File: config.mk
export PLATFORM = sky130hd
export DESIGN_NAME = fp_add_pipe_flat
export DESIGN_NICKNAME = d
export VERILOG_FILES = /design/src/rtl/fp_add_pkg.sv /design/src/rtl/fp_add_pipe_if.sv /design/src/rtl/fp_lzc.sv /design/src/rtl/fp_add_pipe.sv /design/src/flat_wrapper.sv
export SDC_FILE = /design/constraint.sdc
export NUM_CORES = 1
export LEC_CHECK = 0
export ABC_CLOCK_PERIOD_IN_PS = 7000
export CAP_MARGIN = 10
export CORE_MARGIN = 2
export CORE_UTILIZATION = 43
export DETAILED_ROUTE_END_ITERATION = 6
export MAX_ROUTING_LAYER = met4
export SYNTH_ARGS = -nofsm -noshare
export SYNTH_HDL_FRONTEND = slang
export SYNTH_HIERARCHICAL = 1
export SYNTH_SLANG_ARGS = --single-unit
File: constraint.sdc
create_clock -name clk -period 7 [get_ports clk]
set_clock_uncertainty 0.2 [all_clocks]
set_input_delay 1.4 -clock clk [delete_from_list [all_inputs] [get_ports clk]]
set_output_delay 1.4 -clock clk [all_outputs]
set_load 0.03 [all_outputs]
File: src/rtl/fp_add_pkg.sv
// Shared helpers for the minifloat adder: field extraction, operand classification and
// canonical special encodings. Words are passed zero-extended to 32 bits with explicit widths.
package fp_add_pkg;

    typedef enum logic [2:0] {ClsZero, ClsSub, ClsNorm, ClsInf, ClsNan} fp_cls_e;

    function automatic logic fp_sign(input logic [31:0] w, input int unsigned ew,
                                     input int unsigned mw);
        return 1'((w >> (ew + mw)) & 32'd1);
    endfunction

    function automatic logic [31:0] fp_exp(input logic [31:0] w, input int unsigned ew,
                                           input int unsigned mw);
        return (w >> mw) & ((32'd1 << ew) - 32'd1);
    endfunction

    function automatic logic [31:0] fp_man(input logic [31:0] w, input int unsigned mw);
        return w & ((32'd1 << mw) - 32'd1);
    endfunction

    function automatic fp_cls_e fp_classify(input logic [31:0] w, input int unsigned ew,
                                            input int unsigned mw);
        logic [31:0] e;
        logic [31:0] m;
        e = fp_exp(w, ew, mw);
        m = fp_man(w, mw);
        if (e == (32'd1 << ew) - 32'd1) return (m == 32'd0) ? ClsInf : ClsNan;
        if (e == 32'd0) return (m == 32'd0) ? ClsZero : ClsSub;
        return ClsNorm;
    endfunction

    function automatic logic [31:0] fp_nan_word(input int unsigned ew, input int unsigned mw);
        return (32'd1 << (ew + mw)) - 32'd1;
    endfunction

    function automatic logic [31:0] fp_inf_word(input logic sign, input int unsigned ew,
                                                input int unsigned mw);
        return ({31'd0, sign} << (ew + mw)) | (((32'd1 << ew) - 32'd1) << mw);
    endfunction

endpackage

File: src/rtl/fp_add_pipe_if.sv
// Operand/result stream bundle for fp_add_pipe; master drives operands, slave is the adder.
interface fp_add_pipe_if #(
    parameter int unsigned EXP_W = 4,
    parameter int unsigned MAN_W = 3
);
    localparam int unsigned W = 1 + EXP_W + MAN_W;

    logic         in_valid;
    logic         in_ready;
    logic [W-1:0] in_a;
    logic [W-1:0] in_b;
    logic         in_sub;
    logic         out_valid;
    logic         out_ready;
    logic [W-1:0] out_sum;
    logic         out_ovf;
    logic         out_inexact;

    modport master (
        output in_valid, in_a, in_b, in_sub, out_ready,
        input  in_ready, out_valid, out_sum, out_ovf, out_inexact
    );

    modport slave (
        input  in_valid, in_a, in_b, in_sub, out_ready,
        output in_ready, out_valid, out_sum, out_ovf, out_inexact
    );

endinterface

File: src/rtl/fp_lzc.sv
// Combinational leading-zero counter; an all-zero input returns WIDTH.
module fp_lzc #(
    parameter int unsigned WIDTH = 8,
    parameter int unsigned CNT_W = $clog2(WIDTH + 1)
) (
    input  logic [WIDTH-1:0] data,
    output logic [CNT_W-1:0] count
);
    always_comb begin
        count = CNT_W'(WIDTH);
        // Scanning upward lets the most significant set bit win.
        for (int i = 0; i < int'(WIDTH); i++) begin
            if (data[i]) count = CNT_W'(int'(WIDTH) - 1 - i);
        end
    end
endmodule

File: src/rtl/fp_add_pipe.sv
// Three-stage minifloat adder/subtractor (align, add, normalise/round) with a global stall.
// Specials are resolved at capture and bypass the arithmetic through the pipe.
module fp_add_pipe
    import fp_add_pkg::*;
#(
    parameter int unsigned EXP_W = 4,
    parameter int unsigned MAN_W = 3
) (
    input logic          clk,
    input logic          rst,
    fp_add_pipe_if.slave bus
);
    localparam int unsigned W        = 1 + EXP_W + MAN_W;
    localparam int unsigned SIG_W    = MAN_W + 1;
    localparam int unsigned ALN_W    = MAN_W + 4;
    localparam int unsigned SUM_W    = MAN_W + 5;
    localparam int unsigned PAD_W    = MAN_W + 3;
    localparam int unsigned SH_W     = SIG_W + PAD_W;
    localparam int unsigned LZ_W     = $clog2(ALN_W + 1);
    localparam int unsigned EXPN_W   = EXP_W + 1;
    localparam int unsigned EXP_ONES = (1 << EXP_W) - 1;

    logic             advance;
    logic [W-1:0]     a_w, b_w, lg_w, sm_w, sp_word;
    logic             a_sign, b_sign, a_inf, b_inf, a_nan, b_nan;
    logic [EXP_W-1:0] lg_e, sm_e, lg_eff, sm_eff, diff;
    logic [MAN_W-1:0] lg_m, sm_m;
    logic [SIG_W-1:0] sm_sig;
    logic [SH_W-1:0]  sh_out;
    logic [ALN_W-1:0] lg_aln, sm_aln;

    logic             s1_valid_q, s1_special_q, s1_sign_q, s1_sub_q;
    logic [W-1:0]     s1_sp_word_q;
    logic [EXP_W-1:0] s1_exp_q;
    logic [ALN_W-1:0] s1_lg_q, s1_sm_q;

    logic [SUM_W-1:0] sum;
    logic             sum_sign;
    logic             s2_valid_q, s2_special_q, s2_sign_q;
    logic [W-1:0]     s2_sp_word_q;
    logic [EXP_W-1:0] s2_exp_q;
    logic [SUM_W-1:0] s2_sum_q;

    logic [LZ_W-1:0]   lz;
    logic [EXP_W-1:0]  lim;
    int unsigned       shamt;
    logic [ALN_W-1:0]  vec;
    logic [EXPN_W-1:0] exp_n, exp_f;
    logic              inc;
    logic [SIG_W:0]    sig_r;
    logic [SIG_W-1:0]  sig_f;
    logic [EXP_W-1:0]  exp_field;
    logic [W-1:0]      res_word;
    logic              res_ovf, res_inexact;

    logic              out_valid_q, out_ovf_q, out_inexact_q;
    logic [W-1:0]      out_sum_q;

    assign advance         = !out_valid_q | bus.out_ready;
    assign bus.in_ready    = advance;
    assign bus.out_valid   = out_valid_q;
    assign bus.out_sum     = out_sum_q;
    assign bus.out_ovf     = out_ovf_q;
    assign bus.out_inexact = out_inexact_q;

    // S1: classify, order by magnitude and align the smaller operand.
    always_comb begin
        a_w    = bus.in_a;
        b_w    = {bus.in_b[W-1] ^ bus.in_sub, bus.in_b[W-2:0]};
        a_sign = fp_sign(32'(a_w), EXP_W, MAN_W);
        b_sign = fp_sign(32'(b_w), EXP_W, MAN_W);
        a_inf  = fp_classify(32'(a_w), EXP_W, MAN_W) == ClsInf;
        b_inf  = fp_classify(32'(b_w), EXP_W, MAN_W) == ClsInf;
        a_nan  = fp_classify(32'(a_w), EXP_W, MAN_W) == ClsNan;
        b_nan  = fp_classify(32'(b_w), EXP_W, MAN_W) == ClsNan;
        if (b_w[W-2:0] > a_w[W-2:0]) begin
            lg_w = b_w;
            sm_w = a_w;
        end else begin
            lg_w = a_w;
            sm_w = b_w;
        end
        lg_e   = EXP_W'(fp_exp(32'(lg_w), EXP_W, MAN_W));
        sm_e   = EXP_W'(fp_exp(32'(sm_w), EXP_W, MAN_W));
        lg_m   = MAN_W'(fp_man(32'(lg_w), MAN_W));
        sm_m   = MAN_W'(fp_man(32'(sm_w), MAN_W));
        lg_eff = (lg_e == '0) ? EXP_W'(1) : lg_e;
        sm_eff = (sm_e == '0) ? EXP_W'(1) : sm_e;
        diff   = lg_eff - sm_eff;
        sm_sig = {sm_e != '0, sm_m};
        lg_aln = {lg_e != '0, lg_m, 3'b000};
        sh_out = {sm_sig, {PAD_W{1'b0}}} >> diff;
        if (32'(diff) >= PAD_W) sm_aln = {{(ALN_W - 1){1'b0}}, |sm_sig};
        else sm_aln = {sh_out[SH_W-1 -: SIG_W+2], |sh_out[MAN_W:0]};
        if (a_nan | b_nan | (a_inf & b_inf & (a_sign ^ b_sign))) begin
            sp_word = W'(fp_nan_word(EXP_W, MAN_W));
        end else begin
            sp_word = W'(fp_inf_word(a_inf ? a_sign : b_sign, EXP_W, MAN_W));
        end
    end

    // S2: magnitude add/subtract; an exact cancellation is forced to +0.
    always_comb begin
        sum = s1_sub_q ? ({1'b0, s1_lg_q} - {1'b0, s1_sm_q})
                       : ({1'b0, s1_lg_q} + {1'b0, s1_sm_q});
        sum_sign = (sum == '0 && s1_sub_q) ? 1'b0 : s1_sign_q;
    end

    fp_lzc #(
        .WIDTH(ALN_W),
        .CNT_W(LZ_W)
    ) u_lzc (
        .data (s2_sum_q[ALN_W-1:0]),
        .count(lz)
    );

    // S3: normalise (left shift capped so the exponent stays >= 1), then round to nearest even.
    always_comb begin
        lim   = s2_exp_q - EXP_W'(1);
        shamt = (32'(lz) > 32'(lim)) ? 32'(lim) : 32'(lz);
        if (s2_sum_q[SUM_W-1]) begin
            vec   = {s2_sum_q[SUM_W-1:2], s2_sum_q[1] | s2_sum_q[0]};
            exp_n = {1'b0, s2_exp_q} + EXPN_W'(1);
        end else begin
            vec   = s2_sum_q[ALN_W-1:0] << shamt;
            exp_n = {1'b0, s2_exp_q} - EXPN_W'(shamt);
        end
        inc       = vec[2] & (vec[1] | vec[0] | vec[3]);
        sig_r     = {1'b0, vec[ALN_W-1:3]} + {{SIG_W{1'b0}}, inc};
        sig_f     = sig_r[SIG_W] ? sig_r[SIG_W:1] : sig_r[SIG_W-1:0];
        exp_f     = sig_r[SIG_W] ? exp_n + EXPN_W'(1) : exp_n;
        exp_field = sig_f[SIG_W-1] ? exp_f[EXP_W-1:0] : '0;
        res_word    = {s2_sign_q, exp_field, sig_f[MAN_W-1:0]};
        res_ovf     = 1'b0;
        res_inexact = |vec[2:0];
        if (32'(exp_f) >= EXP_ONES) begin
            res_word    = W'(fp_inf_word(s2_sign_q, EXP_W, MAN_W));
            res_ovf     = 1'b1;
            res_inexact = 1'b1;
        end
        if (s2_special_q) begin
            res_word    = s2_sp_word_q;
            res_ovf     = 1'b0;
            res_inexact = 1'b0;
        end
    end

    always_ff @(posedge clk or posedge rst) begin
        if (rst) begin
            s1_valid_q    <= 1'b0;
            s1_special_q  <= 1'b0;
            s1_sign_q     <= 1'b0;
            s1_sub_q      <= 1'b0;
            s1_sp_word_q  <= '0;
            s1_exp_q      <= '0;
            s1_lg_q       <= '0;
            s1_sm_q       <= '0;
            s2_valid_q    <= 1'b0;
            s2_special_q  <= 1'b0;
            s2_sign_q     <= 1'b0;
            s2_sp_word_q  <= '0;
            s2_exp_q      <= '0;
            s2_sum_q      <= '0;
            out_valid_q   <= 1'b0;
            out_sum_q     <= '0;
            out_ovf_q     <= 1'b0;
            out_inexact_q <= 1'b0;
        end else if (advance) begin
            s1_valid_q    <= bus.in_valid;
            s1_special_q  <= a_nan | b_nan | a_inf | b_inf;
            s1_sign_q     <= lg_w[W-1];
            s1_sub_q      <= a_sign ^ b_sign;
            s1_sp_word_q  <= sp_word;
            s1_exp_q      <= lg_eff;
            s1_lg_q       <= lg_aln;
            s1_sm_q       <= sm_aln;
            s2_valid_q    <= s1_valid_q;
            s2_special_q  <= s1_special_q;
            s2_sign_q     <= sum_sign;
            s2_sp_word_q  <= s1_sp_word_q;
            s2_exp_q      <= s1_exp_q;
            s2_sum_q      <= sum;
            out_valid_q   <= s2_valid_q;
            out_sum_q     <= res_word;
            out_ovf_q     <= res_ovf;
            out_inexact_q <= res_inexact;
        end
    end

endmodule

File: src/flat_wrapper.sv
// flat-port wrapper written by rule: the top's interface ports become plain ports
module fp_add_pipe_flat import fp_add_pkg::*;
#(
    parameter int unsigned EXP_W = 4,
    parameter int unsigned MAN_W = 3
)
  (clk, rst, bus_in_valid, bus_in_a, bus_in_b, bus_in_sub, bus_out_ready, bus_in_ready, bus_out_valid, bus_out_sum, bus_out_ovf, bus_out_inexact);
  fp_add_pipe_if #(.EXP_W(EXP_W), .MAN_W(MAN_W)) bus_i ();
  input logic clk;
  input logic rst;
  input wire logic [$bits(bus_i.in_valid)-1:0] bus_in_valid;
  input wire logic [$bits(bus_i.in_a)-1:0] bus_in_a;
  input wire logic [$bits(bus_i.in_b)-1:0] bus_in_b;
  input wire logic [$bits(bus_i.in_sub)-1:0] bus_in_sub;
  input wire logic [$bits(bus_i.out_ready)-1:0] bus_out_ready;
  output wire logic [$bits(bus_i.in_ready)-1:0] bus_in_ready;
  output wire logic [$bits(bus_i.out_valid)-1:0] bus_out_valid;
  output wire logic [$bits(bus_i.out_sum)-1:0] bus_out_sum;
  output wire logic [$bits(bus_i.out_ovf)-1:0] bus_out_ovf;
  output wire logic [$bits(bus_i.out_inexact)-1:0] bus_out_inexact;
  assign bus_i.in_valid = bus_in_valid;
  assign bus_i.in_a = bus_in_a;
  assign bus_i.in_b = bus_in_b;
  assign bus_i.in_sub = bus_in_sub;
  assign bus_i.out_ready = bus_out_ready;
  assign bus_in_ready = bus_i.in_ready;
  assign bus_out_valid = bus_i.out_valid;
  assign bus_out_sum = bus_i.out_sum;
  assign bus_out_ovf = bus_i.out_ovf;
  assign bus_out_inexact = bus_i.out_inexact;
  fp_add_pipe #(.EXP_W(EXP_W), .MAN_W(MAN_W)) u_core (.clk(clk), .rst(rst), .bus(bus_i));
endmodule
### Word-level counts from Yosys, hierarchy flattened

Cells that the tools add are included.

* flip-flop bits (word level): 61
* output and inout port bits: 12

* add/subtract/negate cells: 8
* order comparisons: 4
* eq/ne operators: 6
* shift operators: 2
* mux-type cells: 46
* bitwise operators: 13
* reduce and logical (&&, ||, !) cells: 14

Operators with widths (number)
* zero test 32 bit: 4
* two-way mux 3 bit: 16
* two-way mux 8 bit: 4
* << shifter 7 x 32 -> 7 bit: 1
* two-way mux 7 bit: 4
* two-way mux 4 bit: 5
* two-way mux 1 bit: 15
* two-way mux 5 bit: 2
* >> shifter 10 x 4 -> 10 bit: 1
* adder 7 x 7 -> 8 bit: 1
* equality test 4 bit, second input constant: 2
* zero test 4 bit: 2
* zero test 8 bit: 1
* OR 1 bit: 8
* nonzero test 4 bit: 2
* OR reduction 4 bit: 2
* subtractor 7 x 7 -> 8 bit: 1
* > comparator 7 bit: 1
* equality test 3 x 2 -> 1 bit, second input constant: 2
* equality test 3 bit, second input constant: 2
* adder 4 x 1 -> 5 bit: 1
* adder 4 x 1 -> 5 bit, second input constant: 1
* adder 5 x 1 -> 5 bit, second input constant: 1
* greater-or-equal comparator 5 x 4 -> 1 bit, second input constant: 1
* other kinds (10): 13

### Logic depth before layout (Yosys ltp)

* depth in word-level cells: 19
* mapped depth: 23

### Hierarchy

The synthesis kept the hierarchy.

By module, submodules not included
* fp_add_pipe: times used 1, cells each 487, area each 4076.4 um2, seq. area each 1276.2 um2
* fp_lzc: times used 1, cells each 9, area each 50.0 um2, seq. area each 0.0 um2

### Worst setup path before layout

No wires, ideal clock.

* kind: input to register
* start: input bus_in_a[1]
* end: register u_core.s1_sm_q[2]
* library setup time: 0.137 ns
* arrival: 4.904 ns
* data required time: 6.663 ns
* slack: 1.759 ns
* stages on the path: 19
* path buffers: 2
* cells stage by stage: inv_1 -> ha_1 -> nor2b_1 -> o21a_1 -> o21a_1 -> o21bai_1 -> a21oi_1 -> clkbuf_1 -> clkbuf_1 -> mux2i_1 -> nand2_1 -> ha_1 -> fa_1 -> xnor2_1 -> nor2_1 -> nand2_1 -> inv_1 -> a222oi_1 -> o31ai_1

* longest elaborated chain between the ends: 7

RTL lines
* start: declaration: RTL line flat_wrapper.sv:12 `input wire logic [$bits(bus_i.in_a)-1:0] bus_in_a;`
* > comparator 7 bit: RTL line fp_add_pipe.sv:76 `if (b_w[W-2:0] > a_w[W-2:0]) begin`
* two-way mux 8 bit or two-way mux 7 bit (tied branches): RTL line fp_add_pipe.sv:76
* zero test 4 bit (on tied branches): RTL line fp_add_pipe.sv:87, fp_add_pipe.sv:88
* two-way mux 4 bit (on tied branches): RTL line fp_add_pipe.sv:87, fp_add_pipe.sv:88
* subtractor 4 bit: RTL line fp_add_pipe.sv:89 `diff = lg_eff - sm_eff;`
* >> shifter 10 x 4 -> 10 bit or greater-or-equal comparator 4 x 3 -> 1 bit (tied branches): RTL line fp_add_pipe.sv:92, fp_add_pipe.sv:93
* two-way mux 7 bit (*): RTL line fp_add_pipe.sv:93 `if (32'(diff) >= PAD_W) sm_aln = {{(ALN_W - 1){1'b0}}, |sm_sig};`
* end signal: assignment: RTL line fp_add_pipe.sv:176 `s1_sm_q <= sm_aln;`
* end: declaration: RTL line fp_add_pipe.sv:35 `logic [ALN_W-1:0] s1_lg_q, s1_sm_q;`

Every way passes the cells marked *; elsewhere a longest branch is shown, timed or not.
A chain may end at the register's enable or synchronous reset.

### Worst setup path in the final report

* start: register u_core.s2_exp_q[0]
* end: register u_core.out_sum_q[4] (netlist: u_core/bus.out_sum[4])

* longest elaborated chain between the ends: 13

RTL lines
* start: declaration: RTL line fp_add_pipe.sv:41 `logic [EXP_W-1:0] s2_exp_q;`
* start signal: assignment: RTL line fp_add_pipe.sv:181 `s2_exp_q <= s1_exp_q;`
* subtractor 4 x 1 -> 4 bit: RTL line fp_add_pipe.sv:119 `lim = s2_exp_q - EXP_W'(1);`
* > comparator 3 x 4 -> 1 bit: RTL line fp_add_pipe.sv:120 `shamt = (32'(lz) > 32'(lim)) ? 32'(lim) : 32'(lz);`
* two-way mux 4 bit: RTL line fp_add_pipe.sv:120
* << shifter 7 x 32 -> 7 bit: RTL line fp_add_pipe.sv:125 `vec = s2_sum_q[ALN_W-1:0] << shamt;`
* two-way mux 7 bit: RTL line fp_add_pipe.sv:121 `if (s2_sum_q[SUM_W-1]) begin`
* OR 1 bit (2 in series): RTL line fp_add_pipe.sv:128 `inc = vec[2] & (vec[1] | vec[0] | vec[3]);`
* AND 1 bit: RTL line fp_add_pipe.sv:128
* adder 4 x 1 -> 5 bit: RTL line fp_add_pipe.sv:129 `sig_r = {1'b0, vec[ALN_W-1:3]} + {{SIG_W{1'b0}}, inc};`
* two-way mux 5 bit or two-way mux 4 bit (tied branches): RTL line fp_add_pipe.sv:131, fp_add_pipe.sv:130
* greater-or-equal comparator 5 x 4 -> 1 bit or two-way mux 4 bit (tied branches): RTL line fp_add_pipe.sv:136, fp_add_pipe.sv:132
* two-way mux 7 bit (*): RTL line fp_add_pipe.sv:136 `if (32'(exp_f) >= EXP_ONES) begin`
* two-way mux 8 bit (*): RTL line fp_add_pipe.sv:141 `if (s2_special_q) begin`
* end signal: assignment: RTL line fp_add_pipe.sv:184 `out_sum_q <= res_word;`
* end: declaration: RTL line fp_add_pipe.sv:57 `logic [W-1:0] out_sum_q;`

Marks and branches as above.

==> metrics.yaml <==
drive_above_1_share: 0.0650
fp.dieH_um: 102
max_slew_margin: 0.486
synth.lib_cells_used.distinct: 69
wire_length_of_the_first_global_routing_pass_um: 17400
vdd.ir_drop.worst_v: 0.000277
postRouteWirelength_um: 10100
buffers_inserted_during_post_cts_setup_optimization: 0
crit_family: "adder cells"
die_area_um2: 10400
clk_slew_on_worst_s_h_paths_ns: 0.10
synth-async-reset-ratio: 1.00
synth.yosys.warnings: 6
top_area_cell_type_share_of_the_netlist_area: 0.309
dp.final_hpwl_um: 7750
status: "finished clean"
vias_per_cell: 5.53
drt_drc_violations_left: 0
mappedNetlistNets: 551
power.density_cell_area_nw_per_um2: 545
synthToLayoutAreaGrowth_pct: 13.7
postLayoutCellArea_um2: 4690
num_io_pins: 33
final-hold-violation-count: 0
synth_seq_cells: 51
critPathLaunchType: "flip-flop"
layout.cells.most_common_list: "64 x nand2_1, 51 x dfrtp_1, 46 x nor2_1, 45 x inv_1, 35 x a21oi_1"
maxUsedRoutingLayer: "met4"
power.static_leakage_nw: 2.12
mostFrequentLayoutCell: "nand2_1"
tritoncts_clock_tree: "built"
floorplan.rows: 35
most_area_hungry_cell_type_in_the_yosys_netlist: "dfrtp_1"
die_w_um: 102
whs_ns: 0.276
filler_cell_count: 919
clock_sinks: 51
worst_setup_path_end_kind: "flip-flop"
worst-endpoint-arrival_ns: 5.82
dpl_cell_area_um2: 4580
timing.final.max_slew_violations: 0
finish.net_count: 578
input_output_buffers: 32
synth_area_per_cell_um2: 8.32
gp_congestion: 0.881
drt_iter0_markers: 164
slowest_stage: "nor3_1"
grt_setup_unrepaired: "false"
num_vias: 3604
antenna_left: 0
grt_max_degree: 55
first_global_vias: 3568
worstPathCellList: "inv_1 > ha_1 > xor2_1 > inv_1 > ha_1 > nand3_1 > o21ai_1 > nor3_1 > nor2_1 > nand2_1 > ha_1 > inv_1 > fa_1 > inv_1 > ha_1 > nor2b_1 > maj3_1 > mux2i_1 > nor4bb_1 > a311oi_4 > o21a_2 > a221o_1"
core_area_um2: 9280
route.met2.wl_um: 4760
dr_wl_met3_um: 217
period_share: 0.832
min_path_type: "flip-flop to flip-flop"
htree_num_levels: 2
clock.fmax_mhz: 172
drt_first_pass_iters: 4
timing_worst_slew_pin_value_ns: 0.751
critPathKind: "flip-flop to flip-flop"
number_of_antenna_violations_at_the_first_check_in_global_routing: 0
synthesis.area_um2: 4130
synth-edff-count: 0
worstSkewPairLatency_ns: 0.31
floorplan.initialDensity: 0.444
synth_top_flop_cell: "dfrtp_1"
cts_hold_buffers: 0
synth_sequential_area_ratio: 0.309
root_buffer: "clkbuf_8"
globalRoute.totalOverflow: 0
finalCriticalPeriod_ns: 5.82
required_ns: 7.00
synth_top_cells_by_area: "dfrtp_1 31%, ha_1 9.4%, nand2_1 5.8%, a21oi_1 4.4%, inv_1 4.2%"
insertedDiodeCount: 0
drt-met1-wl_um: 4970
cp_max_fo: 8
detail_route.wl_per_cell_um: 15.5
setup_tns_ns: 0
track_usage: 0.216
timing.max_cap.violations: 0
max-clock-path-buffers: 2
final_report_setup_violation_count: 0
cts_resized: 0
critPathMaxStageDelay_ns: 0.53
numCtsBuffers: 5
critical_path_buf_inv_count: 4
syn-instance-count: 496
-- final timing paths --
path                                                 from                           endpoint  slack [ns]  cells past startpoint
min                         u_core/s2_valid_q$_DFFE_PP0P_      u_core/s2_valid_q$_DFFE_PP0P_        0.28                      2
max reg2reg                u_core/s2_exp_q[0]$_DFFE_PP0P_  u_core/bus.out_sum[4]$_DFFE_PP0P_        1.18                     22
max                        u_core/s2_exp_q[0]$_DFFE_PP0P_  u_core/bus.out_sum[4]$_DFFE_PP0P_        1.18                     22
max in group asynchronous                             rst     u_core/s2_sum_q[1]$_DFFE_PP0P_        4.78                      3
min reg2reg                 u_core/s2_valid_q$_DFFE_PP0P_      u_core/s2_valid_q$_DFFE_PP0P_        0.28                      2
min in group asynchronous                             rst      u_core/s2_valid_q$_DFFE_PP0P_        1.37                      3
-- sequential cells by signal, summed over array words and instances (netlist names) --
signal	flops
u_core/bus.out_sum	8
u_core/s2_sum_q	8
u_core/s1_sm_q	7
u_core/s1_exp_q	4
u_core/s1_lg_q	4
u_core/s2_exp_q	4
u_core/s1_sp_word_q	3
u_core/s2_sp_word_q	3
u_core/bus.out_inexact	1
u_core/bus.out_ovf	1
u_core/bus.out_valid	1
u_core/s1_sign_q	1
u_core/s1_special_q	1
u_core/s1_sub_q	1
u_core/s1_valid_q	1
u_core/s2_sign_q	1
u_core/s2_special_q	1
u_core/s2_valid_q	1
-- metrics by stage --
step	util	setup slack, ns	total power, W	cells
after floorplan	-	1.76	0.00192	496
after global placement	0.494	1.17	0.00232	645
after detailed placement	0.494	1.01	0.00236	645
after CTS	0.505	1.19	0.00257	652
after global routing	0.505	0.838	0.00281	652
final	0.505	1.18	0.00256	652
-- Yosys cell counts, drive strengths merged, types with 5 or more instances --
master / number
nand3: 11
mux2i: 17
xor2: 9
nor4: 6
inv: 47
a31oi: 7
nor2b: 6
o31ai: 8
or3: 7
nand4: 6
dfrtp: 51
a21o: 8
xnor2: 13
nor2: 46
o21a: 5
o21ai: 29
ha: 31
nor3: 12
clkbuf: 13
a221o: 6
a21oi: 37
nand2: 64
-- cell families (layout without fill, tap and decap cells) --
family	count (synthesis)	in the layout	synth area share
xor gates and xnor gates	22	22	0.0467
and+or+nand+nor	171	171	0.195
muxes	22	22	0.0594
DFF	51	51	0.309
AOI/OAI and AO/OA	131	131	0.219
adders and majority gates	35	35	0.111
buffers and inverters	64	91	0.0603
-- routing by layer --
layer,up-vias,GRT usage
met1,1726,0.287
met3,13,0.0246
met2,48,0.354
met4,0,0.0585
li1,1817,-
met5,-,-
-- power by group --
part	switching [W]	internal [W]
clock network	0.0000976	0.000105
logic	0.00104	0.000764
registers	0.000137	0.000415
-- area by class of cell --
cell class	count	area, µm²	share of cell area
repair buffers	37	358	0.0763
clock inverters	2	37.5	0.00800
inverters	47	176	0.0376
flip-flops and latches	51	1280	0.272
well taps	129	161	0.0344
clock buffers	5	68.8	0.0147
multi-input cells	381	2610	0.557
-- tightest hold or removal path: stages (launching register included) --
cell     delay [ns]
dfrtp_1        0.35
nand2_1        0.05
nand2_1        0.05
No activity file was read; power rests on OpenSTA's default activity.
